$ cat src/rtl/bp_me_wormhole_flit_serializer_pkg.sv
// Shared types and elaboration-time helpers for the wormhole flit serializer.
package bp_me_wormhole_flit_serializer_pkg;

  // Serializer control states: IDLE waits for a packet, SEND streams its flits.
  typedef enum logic [0:0] {
    e_idle = 1'b0,
    e_send = 1'b1
  } ser_state_e;

  // Counter/field width that never collapses to zero bits.
  function automatic int safe_clog2(input int n);
    return (n <= 1) ? 1 : $clog2(n);
  endfunction

  // Integer ceiling division, used to size one flit.
  function automatic int ceil_div(input int a, input int b);
    return (a + b - 1) / b;
  endfunction

endpackage

$ cat src/rtl/bp_me_wormhole_flit_serializer_counter.sv
// Flit index counter: synchronous clear on packet accept, increment per sent body flit.
module bp_me_wormhole_flit_serializer_counter #(
  parameter int width_p = 2
) (
  input  logic               clk_i,
  input  logic               reset_i,
  input  logic               clear_i,
  input  logic               up_i,
  output logic [width_p-1:0] count_o
);

  logic [width_p-1:0] count_q, count_d;

  // Next count: clear has priority over increment.
  always_comb begin
    count_d = count_q;
    if (clear_i) begin
      count_d = '0;
    end else if (up_i) begin
      count_d = count_q + width_p'(1'b1);
    end else begin
      count_d = count_q;
    end
  end

  // Count register with synchronous reset.
  always_ff @(posedge clk_i) begin
    if (reset_i) begin
      count_q <= '0;
    end else begin
      count_q <= count_d;
    end
  end

  assign count_o = count_q;

endmodule

$ cat src/rtl/bp_me_wormhole_flit_serializer_len_chk.sv
// Simulation-only check that an accepted packet's len field fits the flit budget.
module bp_me_wormhole_flit_serializer_len_chk #(
  parameter int max_num_flit_p = 4,
  parameter int len_width_p    = 2
) (
  input logic                   clk_i,
  input logic                   reset_i,
  input logic                   accept_i,
  input logic [len_width_p-1:0] len_i
);

  logic [31:0] len_ext_s;
  assign len_ext_s = 32'(len_i);

  // An oversized len is tolerated by the datapath (it saturates) but is reported.
  len_in_range_a: assert property (@(posedge clk_i) disable iff (reset_i)
      accept_i |-> (len_ext_s <= 32'(max_num_flit_p - 1)))
    else $warning("len field %0d exceeds max_num_flit_p-1, saturating", len_ext_s);

endmodule

$ cat src/rtl/bp_me_wormhole_flit_serializer.sv
// Splits one wide coherence packet {payload, len, y_cord, x_cord} into
// router-width flits, head flit first, for one wormhole router input port.
module bp_me_wormhole_flit_serializer
  import bp_me_wormhole_flit_serializer_pkg::*;
#(
  parameter int max_num_flit_p       = 4,
  parameter int max_payload_width_p  = 26,
  parameter int x_cord_width_p       = 2,
  parameter int y_cord_width_p       = 2,
  localparam int len_width_lp    = safe_clog2(max_num_flit_p),
  localparam int packet_width_lp = x_cord_width_p + y_cord_width_p + len_width_lp + max_payload_width_p,
  localparam int flit_width_lp   = ceil_div(packet_width_lp, max_num_flit_p)
) (
  input  logic                       clk_i,
  input  logic                       reset_i,
  input  logic [packet_width_lp-1:0] packet_i,
  input  logic                       v_i,
  output logic                       ready_o,
  output logic [flit_width_lp-1:0]   data_o,
  output logic                       v_o,
  input  logic                       ready_i
);

  localparam int padded_width_lp = max_num_flit_p * flit_width_lp;
  localparam int len_lsb_lp      = x_cord_width_p + y_cord_width_p;
  localparam logic [len_width_lp-1:0] last_max_lp = len_width_lp'(max_num_flit_p - 1);

  ser_state_e                 state_q, state_d;
  logic [padded_width_lp-1:0] pkt_q, pkt_d;
  logic [len_width_lp-1:0]    last_q, last_d;
  logic [len_width_lp-1:0]    len_s;
  logic [len_width_lp-1:0]    cnt_s;
  logic [31:0]                len_ext_s;
  logic [31:0]                sel_base_s;
  logic                       accept_s;
  logic                       clear_s;
  logic                       up_s;

  assign len_s     = packet_i[len_lsb_lp +: len_width_lp];
  assign len_ext_s = 32'(len_s);

  // Handshake flags depend only on state (and reset), never on ready_i.
  assign ready_o  = (state_q == e_idle) & ~reset_i;
  assign v_o      = (state_q == e_send) & ~reset_i;
  assign accept_s = v_i & ready_o;

  // Current flit is a plain indexed slice of the held packet.
  assign sel_base_s = 32'(cnt_s) * 32'(flit_width_lp);
  assign data_o     = pkt_q[sel_base_s +: flit_width_lp];

  bp_me_wormhole_flit_serializer_counter #(
    .width_p (len_width_lp)
  ) cnt_u (
    .clk_i   (clk_i),
    .reset_i (reset_i),
    .clear_i (clear_s),
    .up_i    (up_s),
    .count_o (cnt_s)
  );

  bp_me_wormhole_flit_serializer_len_chk #(
    .max_num_flit_p (max_num_flit_p),
    .len_width_p    (len_width_lp)
  ) len_chk_u (
    .clk_i    (clk_i),
    .reset_i  (reset_i),
    .accept_i (accept_s),
    .len_i    (len_s)
  );

  // Next-state, packet capture and counter control.
  always_comb begin
    state_d = state_q;
    pkt_d   = pkt_q;
    last_d  = last_q;
    clear_s = 1'b0;
    up_s    = 1'b0;
    case (state_q)
      e_idle: begin
        if (v_i) begin
          state_d = e_send;
          pkt_d   = padded_width_lp'(packet_i);
          last_d  = (len_ext_s > 32'(max_num_flit_p - 1)) ? last_max_lp : len_s;
          clear_s = 1'b1;
        end else begin
          state_d = e_idle;
        end
      end
      e_send: begin
        if (ready_i) begin
          if (cnt_s == last_q) begin
            state_d = e_idle;
          end else begin
            up_s = 1'b1;
          end
        end else begin
          state_d = e_send;
        end
      end
      default: begin
        state_d = e_idle;
      end
    endcase
  end

  // State register; reset drops any packet in flight.
  always_ff @(posedge clk_i) begin
    if (reset_i) begin
      state_q <= e_idle;
    end else begin
      state_q <= state_d;
    end
  end

  // Packet and last-flit-index registers, cleared so data_o never shows X.
  always_ff @(posedge clk_i) begin
    if (reset_i) begin
      pkt_q  <= '0;
      last_q <= '0;
    end else begin
      pkt_q  <= pkt_d;
      last_q <= last_d;
    end
  end

endmodule

$ cat config.mk
export PLATFORM = sky130hd
export DESIGN_NAME = bp_me_wormhole_flit_serializer
export DESIGN_NICKNAME = d
export VERILOG_FILES = /design/src/rtl/bp_me_wormhole_flit_serializer_pkg.sv /design/src/rtl/bp_me_wormhole_flit_serializer_counter.sv /design/src/rtl/bp_me_wormhole_flit_serializer_len_chk.sv /design/src/rtl/bp_me_wormhole_flit_serializer.sv
export SDC_FILE = /design/constraint.sdc
export NUM_CORES = 1
export LEC_CHECK = 0
export BUFFER_PORTS_ARGS = -buffer_cell sky130_fd_sc_hd__buf_4
export CAP_MARGIN = 15
export CELL_PAD_IN_SITES_DETAIL_PLACEMENT = 1
export CELL_PAD_IN_SITES_GLOBAL_PLACEMENT = 1
export CORE_MARGIN = 2
export CORE_UTILIZATION = 25
export CTS_CLUSTER_SIZE = 24
export DETAILED_ROUTE_END_ITERATION = 7
export GPL_TIMING_DRIVEN = 0
export PLACE_DENSITY = 0.64
export SLEW_MARGIN = 20
export SYNTH_ARGS = -nofsm -noshare
export SYNTH_HDL_FRONTEND = slang
export SYNTH_HIERARCHICAL = 1
export SYNTH_SLANG_ARGS = --single-unit
export TNS_END_PERCENT = 100
$ cat constraint.sdc
create_clock -name clk_i -period 1.5 [get_ports clk_i]
set_input_delay 0.075 -clock clk_i [delete_from_list [all_inputs] [get_ports clk_i]]
set_output_delay 0.075 -clock clk_i [all_outputs]
set_load 0.005 [all_outputs]
Word-level counts from Yosys, hierarchy flattened
Cells that the tools add are included.

cells by class
  $add $sub $neg = 1
  shift-type cells = 1
  bitwise gates (word level) = 4
  reduce and logical (&&, ||, !) cells = 2
  equality and inequality tests = 1
  muxes and demuxes = 8
  order comparisons = 1

operator list
  kind                                         count
  indexed part select 32 x 6 -> 8 bit          1
  two-way mux 1 bit                            6
  adder 2 x 1 -> 2 bit, second input constant  1
  AND 1 bit                                    2
  == test 2 bit                                1
  > comparator 2 bit, second input constant    1
  two-way mux 2 bit                            1
  NOT 1 bit                                    2
  case mux 1 bit (2 select lines)              1
  AND reduction 2 bit                          1
  OR reduction 2 bit                           1

storage, ports and cells
  flip-flop bits (word level) = 37
  input bits = 36
  word-level logic and storage cells = 22
  output and inout port bits = 10

Longest topological paths before layout
Gate-level depths: netlist (run 1).

  word-level depth = 4
  gate-level depth with buffers = 6
  mapped depth without buffers = 5

Hierarchy
The synthesis (run 1) kept the hierarchy.

by module, submodules not included
  module                                  cells each  area each (µm²)  instances  sequential area each (µm²)
  bp_me_wormhole_flit_serializer          161         1534.0           1          660.6
  bp_me_wormhole_flit_serializer_counter  8           85.1             1          40.0

Least setup slack after synthesis (run 1)
Ideal clock, no wire load.

  kind = register -> register
  start point = reg cnt_u.count_q[0] (netlist: cnt_u/count_o[0])
  end point = reg cnt_u.count_q[1] (netlist: cnt_u/count_o[1])
  data required time = 1.434 ns
  path buffers = 1
  data arrival time = 1.153 ns
  slack = 0.281 ns
  cell stages (with the launch flop) = 7
  setup time = 0.066 ns
  cells stage by stage = dfxtp_1 buf_4 xor2_1 nor2_1 nor2_1 nand3b_1 a21oi_2

between the ends
  cells in the longest elaborated chain, start to end = 4
  elaborated cells between the ends (all ways) = 5
  classes of those cells = 1 x add/sub; 1 x eq/ne; 3 x mux

ends and longest elaborated chain
  element                   line                                          source
  start: declaration        bp_me_wormhole_flit_serializer_counter.sv:12  logic [width_p-1:0] count_q, count_d;
  start signal: assignment  bp_me_wormhole_flit_serializer_counter.sv:31  count_q <= count_d;
  == test 2 bit             bp_me_wormhole_flit_serializer.sv:91          if (cnt_s == last_q) begin
  two-way mux 1 bit         bp_me_wormhole_flit_serializer.sv:91
  two-way mux 1 bit         bp_me_wormhole_flit_serializer.sv:90          if (ready_i) begin
  two-way mux 1 bit         bp_me_wormhole_flit_serializer.sv:78          case (state_q)
  named net up_s            bp_me_wormhole_flit_serializer.sv:37          logic up_s;

The timed path passes the listed nets, and every way through them passes these cells.
A chain may end at the register's enable or synchronous reset.

Worst setup path after layout (run 1)
  start point = reg cnt_u.count_q[1] (netlist: cnt_u/count_o[1])
  end point = out data_o[1]

between the ends
  cells in the longest elaborated chain, start to end = 1

ends and longest elaborated chain
  element                              line                                  source
  indexed part select 32 x 6 -> 8 bit  bp_me_wormhole_flit_serializer.sv:49  assign data_o = pkt_q[sel_base_s +: flit_width_lp];
  end: declaration                     bp_me_wormhole_flit_serializer.sv:19  output logic [flit_width_lp-1:0] data_o,

Every way passes these cells.

==> metrics, run 1 <==
H-tree levels=2; multi-input combinational cell area=770.7 um2; syn avg cell area=9.580 um2; critical path startpoint category=flip-flop; Die Height=84.48 um; CP required=1.42 ns; Pwr Total=2.144 mW; status=finished with violations; Warnings, synthesis=6; static leakage=0.9005 nW; Mapped Nets=205; DP Area=2053 um2; Rel. slew slack=48.55%; Clock transition at path regs=0.07 ns; #FFs+latches synth=35; share of cells above drive strength 1=45.61%; drt drc=0; CP max stage cell=mux4_2; Die W=84.48 um; GRT overflow=0; failing checks=negative setup slack; Tot GR Track Use=12.96%; DRT Pass-1 Iters=4; crit path max fanout=5; critical path class=reg -> out; CTS sink count=35; TritonCTS clock tree=yes; clock root buffer=clkbuf_8; number of max-cap violations=0; async set-reset flop share out of synthesis=0%; # setup viols final=7; largest net degree at the start of global routing=12; routed len/inst=14.41 um; Rows=29; DR vias=1355; Netlist Area Pre-Place=1619 um2; Final ANT Viol Nets=0; setup ws final=-0.05051 ns; PwrDens=942.4 nW/um2; Finished Layout Cells=305; Setup Skew=0.005902 ns; Max stage delay on crit path=0.53 ns; Hold WC Path Type=in -> reg; EDFF count, synth=0; placed insts=291; sequential share of the synthesized area=43.28%; crit path capture type=output pin; Peak VDD IR=0.3357 mV; Port Buffers=45; TritonCTS Buffers=5; final slew viol count=0; Detailed Place HPWL=3.122 mm; Critical Path AT=1.48 ns; unrepaired setup endpoints after global routing=yes; cell-by-cell listing of the critical path=buf_8 > mux4_2 > buf_6; post-layout min period=1.551 ns; drt total wl=4.396 mm; die area=7136 um2; number of fill cells in the layout=751; Top FF cell, synth=dfxtp_1; Finished Cell Area=2275 um2; FMAX=644.9 MHz; Final Cycle Share=103.4%; register area=708.2 um2; Placer Congestion=0.6873; Starting Density=25.64%; vias in the first global route=1398; global-route wire length before repair=7.024 mm; fin nets=263; post-synth cell types=21; cells after synthesis=169; diode count=0; Worst Max-Slew Pin Slew=0.7718 ns; num ports=46; Via-to-Cell Ratio=4.443; core area=6314 um2; area grow syn2layout=40.49%; worst skew pair latency=0.29 ns; initial antenna violation count=0; First DRT Iteration DRCs=28; Clock Path Buffers=2; final hold violation count=0
==> Yosys cell counts, drive strengths merged, types with 2 or more instances <==
master,n,area (um2)
buf,12,137.6
a21oi,33,244.0
mux4,8,180.2
nand2,65,244.0
dfxtp,35,700.7
nor2,5,18.77
xor2,2,17.52
==> logic make-up after synthesis <==
family / after synthesis / share of synthesized area (%)
and+or+nand+nor: 74 / 18.32
DFF: 35 / 43.28
buffers and inverters: 14 / 9.428
xor gates and xnor gates: 3 / 1.623
muxes: 8 / 11.13
AOI/OAI and AO/OA: 35 / 16.23
==> power breakdown <==
part / internal (mW) / leakage, nW / total [mW] / switching [mW]
logic: 0.204 / 0.561 / 0.370 / 0.165
registers: 0.981 / 0.289 / 1.01 / 0.0322
clock network: 0.418 / 0.0505 / 0.761 / 0.343
total: 1.60 / 0.900 / 2.14 / 0.541
==> cell type report <==
| type | instances | share of cell area, % |
|---|---|---|
| repair buffers | 51 | 18.98 |
| multi-input cells | 120 | 33.88 |
| inverters | 1 | 0.4950 |
| clock buffers | 7 | 4.235 |
| plain buffers | 13 | 6.711 |
| well taps | 77 | 4.235 |
| clock inverters | 1 | 0.3300 |
| flip-flops and latches | 35 | 31.13 |
==> cells in the final DEF, fill, tap and decap left out, types with 2 or more instances in the layout <==
cell type  instances
nand2_1           65
buf_4             40
dfxtp_1           33
a21oi_2           21
buf_6             13
a21oi_1           12
mux4_2             8
clkbuf_8           7
buf_12             4
nor2_1             3
buf_8              2
buf_2              2
xor2_1             2
nor2_2             2
dfxtp_4            2
==> state kept, by name, summed over array words and instances, names as in the netlist <==
name,count
state_q,1
pkt_q,32
cnt_u/count_o,2
==> metal layers <==
layer  up-vias  GRT usage [%]  routed length (um)
li1        677              -                   -
met1       643          16.23                1974
met2        29          21.36                2178
met3         6          3.933                 191
met4         0          4.329                  52
met5         -              0                   0
==> per-stage QoR <==
step | setup TNS [ns] | util [%] | setup slack [ns] | hold slack, ns
after global routing | -0.6052 | 36.03 | -0.09960 | 0.03142
after global placement | 0 | 32.52 | 0.1093 | 0.2906
final | -0.2347 | 36.03 | -0.05051 | 0.02885
after floorplan | 0 | - | 0.2812 | 0.1902
after CTS | -0.3453 | 35.87 | -0.06310 | 0.02601
after detailed placement | 0 | 32.52 | 0.01930 | 0.2989
==> worst max-delay path, delay by kind of cell (launching register included) <==
| kind | cells | cell delay (ns) |
|---|---|---|
| multiplexers | 1 | 0.53 |
| flip-flops | 1 | 0.38 |
| buffers and inverters | 2 | 0.28 |
==> final timing paths <==
path	slack, ns	to	depth (start not counted)	start
worst max-delay path	-0.05	data_o[1]	3	cnt_u/count_o[1]
worst min-delay path	0.03	pkt_q[8]	3	packet_i[8]
worst max register to register	0.07	cnt_u/count_o[1]	7	cnt_u/count_o[1]
worst min register to register	0.46	pkt_q[23]	2	pkt_q[23]
==> timing repair <==
item,in CTS,in global routing
cloned,1,0
endpoints found under the setup margin,9,9
resized for setup,18,1
hold endpoints to repair,1,0
setup buffers,3,1
hold buffers,1,0
No activity file was read; power rests on OpenSTA's default activity.
==> inputs of run 2 (changes only) <==
PLACE_DENSITY = 0.57   (was 0.64)
==> run 2 against run 1 <==
Net effect:
- the run still ends with negative setup slack left
- via count fell by 1.3%
- non-clock buffer count fell by 1
- final cell count is 0.33% lower
- utilization shrank 0.63 points
- combinational power is 1% lower
- design area fell by 1.8%
- clock skew about the same
- wire length rose by 2.3%
- sequential power is essentially flat
- critical path depth did not move
- global-route usage grew 0.59 points
- fmax up 1.5%
- critical endpoint is now data_o[2]
- highest routed layer unchanged
==> metrics, run 2 (synthesis results as in run 1) <==
global-route wire length before repair=7.452 mm (+6.1%); Worst Max-Slew Pin Slew=0.7688 ns (-0.002984 ns); CP required=1.42 ns (about the same); Detailed Place HPWL=3.168 mm (+1.5%); setup ws final=-0.02760 ns (+0.02292 ns); Final Cycle Share=101.8% (-1.5 points); Finished Layout Cells=304 (-0.33%); Die Height=84.48 um (unchanged); Port Buffers=45 (unchanged); largest net degree at the start of global routing=11 (-1); initial antenna violation count=0 (unchanged); commonest non-fill, non-tap cells in the layout=nand2_1 (65), buf_4 (44), dfxtp_1 (33); vias in the first global route=1425 (+1.9%); drt drc=0 (unchanged); CTS sink count=35 (unchanged); First DRT Iteration DRCs=77 (+180%); H-tree levels=2 (unchanged); Final ANT Viol Nets=0 (unchanged); # setup viols final=6 (-1); Via-to-Cell Ratio=4.398 (-1.0%); Placer Congestion=0.6865 (-0.12%); R2R Path Start=cnt_u/count_o[1]; Die W=84.48 um (unchanged); Clock Path Buffers=2 (unchanged); Critical Path AT=1.45 ns (-0.03 ns); TritonCTS clock tree=yes; most common cell after layout, fill and taps aside=nand2_1; static leakage=0.8924 nW (-0.89%); Clock transition at path regs=0.07 ns (about the same); share of cells above drive strength 1=44.93% (-0.68 points); GRT overflow=0 (unchanged); final core utilization=35.39% (-0.63 points); Largest register FFs=32 (unchanged); number of fill cells in the layout=758 (+0.93%); Post-CTS Hold Fix Bufs=0 (-1); area grow syn2layout=38.02%; diode count=0 (unchanged); die area=7136 um2 (unchanged); Rel. slew slack=48.74% (+0.20 points); minimum hold slack=0.009980 ns (-0.01887 ns); hold path startpoint=ready_i; DRT Pass-1 Iters=4 (unchanged); crit path capture type=output pin; critical path startpoint category=flip-flop; TritonCTS Buffers=5 (unchanged); Hold WC Path Type=in -> reg; PwrDens=955.5 nW/um2 (+1.4%); critical path class=reg -> out; DR vias=1337 (-1.3%); number of max-cap violations=0 (unchanged); clock root buffer=clkbuf_8; crit path max fanout=5 (unchanged); FMAX=654.6 MHz (+1.5%); final slew viol count=0 (unchanged); unrepaired setup endpoints after global routing=yes; Rows=29 (unchanged); fin nets=262 (-0.38%); drt total wl=4.499 mm (+2.3%); placed insts=291 (unchanged); Crit. Startpoint=cnt_u/count_o[1]; Setup Skew=0.006116 ns (+0.0002135 ns); final hold violation count=0 (unchanged); worst skew pair latency=0.28 ns (about the same); core area=6314 um2 (unchanged); post-layout min period=1.528 ns (-0.02292 ns); failing checks=negative setup slack; Peak VDD IR=0.4043 mV (+20%); Tot GR Track Use=13.55% (+0.59 points); Starting Density=25.64% (unchanged); status=finished with violations; num ports=46 (unchanged); routed len/inst=14.80 um (+2.7%); Reg with most FFs=pkt_q
## run 2: per-stage QoR
| stage | total power, mW | instance area [um2] | setup WS (ns) | TNS, ns |
|---|---|---|---|---|
| 2_1_floorplan | 1.238 | 1619 | 0.2812 | 0 |
| 3_3_place_gp | 1.391 | 2053 | 0.09561 | 0 |
| 3_5_place_dp | 1.401 | 2053 | 0.09787 | 0 |
| 4_1_cts | 2.164 | 2222 | -0.05796 | -0.3029 |
| 5_1_grt | 2.254 | 2235 | -0.08596 | -0.5293 |
| 6_report | 2.135 | 2235 | -0.02760 | -0.1055 |
## run 2: area by class of cell
cell class              instances  area [um2]  share of cell area, %
plain buffers                  13       152.6                  6.831
clock buffers                   8       100.1                  4.479
inverters                       1       11.26                 0.5039
multi-input cells             120       768.2                  34.38
flip-flops and latches         35       708.2                  31.69
well taps                      77       96.34                  4.311
repair buffers                 50       397.9                  17.81
## run 2: what timing repair did
action                     in CTS  in global routing
cloned                          1                  0
setup buffers                   4                  0
gates resized for setup        11                  4
setup endpoints to repair       8                  9
## run 2: metal layers
metal / vias to the layer above / global-route usage (%) / share of wire (%)
met1: 625 / 18.10 / 49
met4: 0 / 3.030 / 0.60
met3: 2 / 4.228 / 4.5
met5: - / 0 / 0
li1: 677 / - / -
met2: 33 / 21.65 / 46
## run 2: report_power, final
| group | leakage [nW] | total (mW) | switching (mW) | internal (mW) |
|---|---|---|---|---|
| clock | 0.0515 | 0.756 | 0.336 | 0.419 |
| combinational | 0.552 | 0.365 | 0.166 | 0.199 |
| sequential | 0.289 | 1.01 | 0.0337 | 0.981 |
## run 2: final timing paths
path / to / slack (ns) / cells after the start
worst max-delay path: data_o[2] / -0.03 / 3
worst min-delay path: state_q / 0.01 / 2
worst max register to register: cnt_u/count_o[1] / 0.07 / 7
worst min register to register: pkt_q[8] / 0.46 / 2
## run 2: worst max-delay path, stage by stage, from the launching register on
cell and delay (ns):
dfxtp_4 0.37, buf_8 0.13, mux4_2 0.53, buf_6 0.14
